### src/rtl/bp_burst_arbiter_2to1.sv
// Two-master to one-client BP Burst arbiter: round-robin on headers,
// grant locked to the winner until its payload beats have all passed.
module bp_burst_arbiter_2to1 #(
    parameter int          hdr_width_p       = 16,
    parameter int          data_width_p      = 64,
    parameter int          cce_block_width_p = 512,
    parameter logic [15:0] payload_mask_p    = '0
) (
    input  logic                     clk_i,
    input  logic                     reset_i,
    input  logic [2*hdr_width_p-1:0] mem_header_i,
    input  logic [1:0]               mem_header_v_i,
    output logic [1:0]               mem_header_ready_o,
    input  logic [2*data_width_p-1:0] mem_data_i,
    input  logic [1:0]               mem_data_v_i,
    output logic [1:0]               mem_data_ready_o,
    output logic [hdr_width_p-1:0]   mem_header_o,
    output logic                     mem_header_v_o,
    input  logic                     mem_header_ready_i,
    output logic [data_width_p-1:0]  mem_data_o,
    output logic                     mem_data_v_o,
    input  logic                     mem_data_ready_i
);

    localparam int beat_shift_lp = $clog2(data_width_p / 8);
    localparam int max_beats_lp  = cce_block_width_p / data_width_p;
    localparam int cnt_w_lp      = $clog2(max_beats_lp + 1);

    localparam logic [0:0] e_ready = 1'b0;
    localparam logic [0:0] e_data  = 1'b1;

    logic [0:0]          state_q, state_d;
    logic                prio_q, prio_d;
    logic                hold_q, hold_d;
    logic                sel_q, sel_d;
    logic [cnt_w_lp-1:0] beats_q, beats_d;

    logic                sel_live;
    logic                in_ready, in_data;
    logic                hs_hdr, hs_data;
    logic [3:0]          msg_type;
    logic [2:0]          msg_size;
    logic [31:0]         raw_beats;
    logic [cnt_w_lp-1:0] beats_init;

    always_comb begin
        // Frozen selection keeps the offered header stable until accepted.
        if (hold_q) begin
            sel_live = sel_q;
        end else if (&mem_header_v_i) begin
            sel_live = prio_q;
        end else begin
            sel_live = mem_header_v_i[1];
        end

        in_ready = !reset_i && (state_q == e_ready);
        in_data  = !reset_i && (state_q == e_data);

        mem_header_o = sel_live ? mem_header_i[2*hdr_width_p-1:hdr_width_p]
                                : mem_header_i[hdr_width_p-1:0];
        mem_data_o   = sel_q ? mem_data_i[2*data_width_p-1:data_width_p]
                             : mem_data_i[data_width_p-1:0];

        mem_header_v_o     = in_ready && mem_header_v_i[sel_live];
        mem_header_ready_o = 2'b00;
        if (in_ready && mem_header_ready_i) begin
            mem_header_ready_o[sel_live] = 1'b1;
        end

        mem_data_v_o     = in_data && mem_data_v_i[sel_q];
        mem_data_ready_o = 2'b00;
        if (in_data && mem_data_ready_i) begin
            mem_data_ready_o[sel_q] = 1'b1;
        end

        hs_hdr  = mem_header_v_o && mem_header_ready_i;
        hs_data = mem_data_v_o && mem_data_ready_i;

        msg_type  = mem_header_o[3:0];
        msg_size  = mem_header_o[6:4];
        raw_beats = (32'd1 << msg_size) >> beat_shift_lp;
        if (raw_beats == 32'd0) begin
            beats_init = cnt_w_lp'(1);
        end else if (raw_beats > 32'(max_beats_lp)) begin
            beats_init = cnt_w_lp'(max_beats_lp);
        end else begin
            beats_init = cnt_w_lp'(raw_beats);
        end
    end

    always_comb begin
        state_d = state_q;
        prio_d  = prio_q;
        hold_d  = hold_q;
        sel_d   = sel_q;
        beats_d = beats_q;

        if (in_ready) begin
            if (hs_hdr) begin
                hold_d = 1'b0;
                if (payload_mask_p[msg_type]) begin
                    state_d = e_data;
                    sel_d   = sel_live;
                    beats_d = beats_init;
                end else begin
                    prio_d = ~sel_live;
                end
            end else if (mem_header_v_o) begin
                hold_d = 1'b1;
                sel_d  = sel_live;
            end
        end

        if (in_data && hs_data) begin
            beats_d = beats_q - cnt_w_lp'(1);
            if (beats_q == cnt_w_lp'(1)) begin
                state_d = e_ready;
                prio_d  = ~sel_q;
                hold_d  = 1'b0;
            end
        end
    end

    always_ff @(posedge clk_i) begin
        if (reset_i) begin
            state_q <= e_ready;
            prio_q  <= 1'b0;
            hold_q  <= 1'b0;
            sel_q   <= 1'b0;
            beats_q <= '0;
        end else begin
            state_q <= state_d;
            prio_q  <= prio_d;
            hold_q  <= hold_d;
            sel_q   <= sel_d;
            beats_q <= beats_d;
        end
    end

endmodule

### config.mk
export PLATFORM = sky130hd
export DESIGN_NAME = bp_burst_arbiter_2to1
export DESIGN_NICKNAME = d
export VERILOG_FILES = /design/src/rtl/bp_burst_arbiter_2to1.sv
export SDC_FILE = /design/constraint.sdc
export NUM_CORES = 1
export LEC_CHECK = 0
export BUFFER_PORTS_ARGS = -buffer_cell sky130_fd_sc_hd__buf_2
export CORE_AREA = 2 2 99 101
export DETAILED_ROUTE_END_ITERATION = 6
export DIE_AREA = 0 0 101 103
export PLACE_DENSITY = 0.56
export SLEW_MARGIN = 20
export SYNTH_ARGS = -nofsm -noshare
export SYNTH_HDL_FRONTEND = slang
export SYNTH_SLANG_ARGS = --single-unit
export TNS_END_PERCENT = 10
### constraint.sdc
create_clock -name clk_i -period 3.03 [get_ports clk_i]
set_clock_uncertainty 0.05 [all_clocks]
set_input_delay 0.606 -clock clk_i [delete_from_list [all_inputs] [get_ports clk_i]]
set_output_delay 0.606 -clock clk_i [all_outputs]
set_load 0.005 [all_outputs]
==> flow_summary.ini <==
[setup_path]
cp_data_required_time_ns = 2.37
startpoint_type = primary input
criticalPathCategory = in2out
startpoint = mem_header_v_i[1]
crit_end = mem_header_o[6]
endpoint_kind = output port
r2r_start = sel_q$_SDFFE_PP0P_
crit_fanout = 18
crit_arrival_ns = 1.82
reg2reg_slack_ns = 1.68
reg2regPathDepth = 4

[global_routing]
grt_pass1_vias = 1481
busiest_layer = met2
grt_use_met3 = 0.01831
gr-usage-all-layers = 0.07392
use_met2 = 0.1533
use_met1 = 0.07581
grt_start_max_net_pins = 46
antenna_found_initial = 0
grt.overflow.total = 0
grt_pass1_wl_um = 6265

[cts]
cts.sinks = 3
path_clk_slew_ns = 0.03
post_cts_buffers = 0
clk_latency_ns = 0.21
htreeDepth = 1
ctsResizeCount = 0
root_buffer = clkbuf_8
clock_path_buffers = 2
cts_tree = done
hold_buffers = 0
cts_made_buffers = 3

[route]
routed_wl_um = 5171
postRouteAntennaNets = 0
num_vias = 1851
drc = 0
viasPerCell = 3.897
initialDrtViolationCount = 28
drt_first_pass_iters = 2
wire_per_inst_um = 10.89

[synth]
seq_area_frac_synth = 0.04964
yosysUniqueCellTypes = 24
synth.avg_cell_area_um2 = 10.25
synthCells = 118
netlist_area_um2 = 1210
synth-adder-area-share = 0
synth_top_family_by_area = multiplexers
synth_compound_area_frac = 0.04757
ys_seq_elements = 3
synth-xor-area-share = 0
synthSimpleGateAreaFrac = 0.04343
muxShareOfSynthArea = 0.7777
yosys_warnings = 0

[layout]
area_growth_pct = 113.0
final_common_cell = buf_2
final_cell_mix = buf_2, mux2_2, mux2_4, mux2_1
nets = 530
fillerInstances = 1020
diodes = 0
fin_cells = 475
layout.area.seq_um2 = 61.31
drive_gt1_frac = 0.9197
multi_input_area_um2 = 1062

[floorplanning]
fp.dieW_um = 101
rows = 36
core_um2 = 9459
die_area_um2 = 10400
ioPinCount = 254
initial_core_util = 0.1279
fp.dieH_um = 103

[pwr]
vdd_drop_max_v = 0.0001353
power_density_nw_per_um2 = 204.1
power_leakage_nw = 1.420

[place]
placed_cells = 471
place.gp.congestion = 0.7689
portBuffers = 247
dp.final_hpwl_um = 4534

[sta]
slew_headroom = 0.6286
hold_viol = 0
fin_crit_sh = 0.8176
rsz0062_at_grt = false
drv_slew = 0
period_minus_slack_ns = 2.477
fmax_ghz = 0.4036
setup_viol = 0
fin_tns_setup_ns = 0
worst_pin_slew_ns = 0.5571

[run]
drv_cap = 0

[outcome]
status = completed

[min_path]
min_path_type = reg2reg
## metrics by stage
step	power (mW)	worst slack, ns	cell area, um2	utilization	hold slack, ns
after floorplan	0.2214	0.8710	1217	-	0.4749
after global placement	0.4064	0.5800	2532	0.2677	0.4922
after detailed placement	0.4138	0.5631	2532	0.2677	0.5031
after CTS	0.5342	0.5536	2577	0.2725	0.5083
after global routing	0.5690	0.4683	2577	0.2725	0.5358
final	0.5260	0.5526	2577	0.2725	0.5162
## cells in the mapped netlist
master | n | area share
clkbuf_1 | 1 | 0.0031
buf_4 | 3 | 0.019
dfxtp_1 | 3 | 0.050
nand2_1 | 2 | 0.0062
a2111oi_0 | 1 | 0.0072
a2bb2oi_1 | 1 | 0.0072
a22o_1 | 1 | 0.0072
a211oi_1 | 1 | 0.0062
inv_1 | 2 | 0.0062
mux2i_1 | 1 | 0.0083
nand2b_1 | 1 | 0.0052
a21oi_1 | 3 | 0.012
buf_8 | 1 | 0.012
mux2_4 | 8 | 0.099
buf_2 | 7 | 0.029
buf_6 | 1 | 0.0093
conb_1 | 1 | 0.0031
a31o_2 | 1 | 0.0072
nor3_1 | 3 | 0.012
nor2_1 | 2 | 0.0062
nor3b_1 | 1 | 0.0062
mux2_2 | 68 | 0.63
nor2b_2 | 1 | 0.0072
mux2_1 | 4 | 0.037
## cell type report
cell class | count | share of cell area
Clock buffer | 4 | 0.01748
Tap cell | 114 | 0.05534
Sequential cell | 3 | 0.02379
Multi-Input combinational cell | 102 | 0.4121
Timing Repair Buffer | 250 | 0.4884
Inverter | 2 | 0.002913
## power by group
| group | internal (mW) | total, mW | leakage, nW | switching, mW |
|---|---|---|---|---|
| sequential | 0.0428 | 0.0464 | 0.0252 | 0.00354 |
| clock | 0.0896 | 0.115 | 0.0228 | 0.0256 |
| combinational | 0.233 | 0.364 | 1.37 | 0.131 |
## cells by family (layout without fill, tap and decap cells)
kind of cell,count (synthesis),after routing
flops,3,3
compound gates,8,8
simple gates,10,10
buf+inv,15,256
other cells,1,3
mux,81,81
## layer usage
metal,share of wire,wire length (um)
met1,0.35,1828
met2,0.53,2730
met3,0.12,600
met4,0.0021,11
met5,0,0
## critical path, stage by stage
cell     delay (ns)
buf_2          0.12
nor2b_2        0.18
a22o_1         0.14
buf_4          0.26
mux2_1         0.36
buf_2          0.13
## worst min-delay path by stage
| stage | start | cells past startpoint | slack, ns | endpoint |
|---|---|---|---|---|
| 2_1_floorplan | prio_q$_SDFFE_PP0P_ | 2 | 0.47 | prio_q$_SDFFE_PP0P_ |
| 3_3_place_gp | prio_q$_SDFFE_PP0P_ | 2 | 0.49 | prio_q$_SDFFE_PP0P_ |
| 3_5_place_dp | prio_q$_SDFFE_PP0P_ | 2 | 0.50 | prio_q$_SDFFE_PP0P_ |
| 4_1_cts | prio_q$_SDFFE_PP0P_ | 2 | 0.51 | prio_q$_SDFFE_PP0P_ |
| 5_1_grt | prio_q$_SDFFE_PP0P_ | 2 | 0.54 | prio_q$_SDFFE_PP0P_ |
| 6_report | prio_q$_SDFFE_PP0P_ | 2 | 0.52 | prio_q$_SDFFE_PP0P_ |
Note: power is estimated with default switching activity, not from simulation.
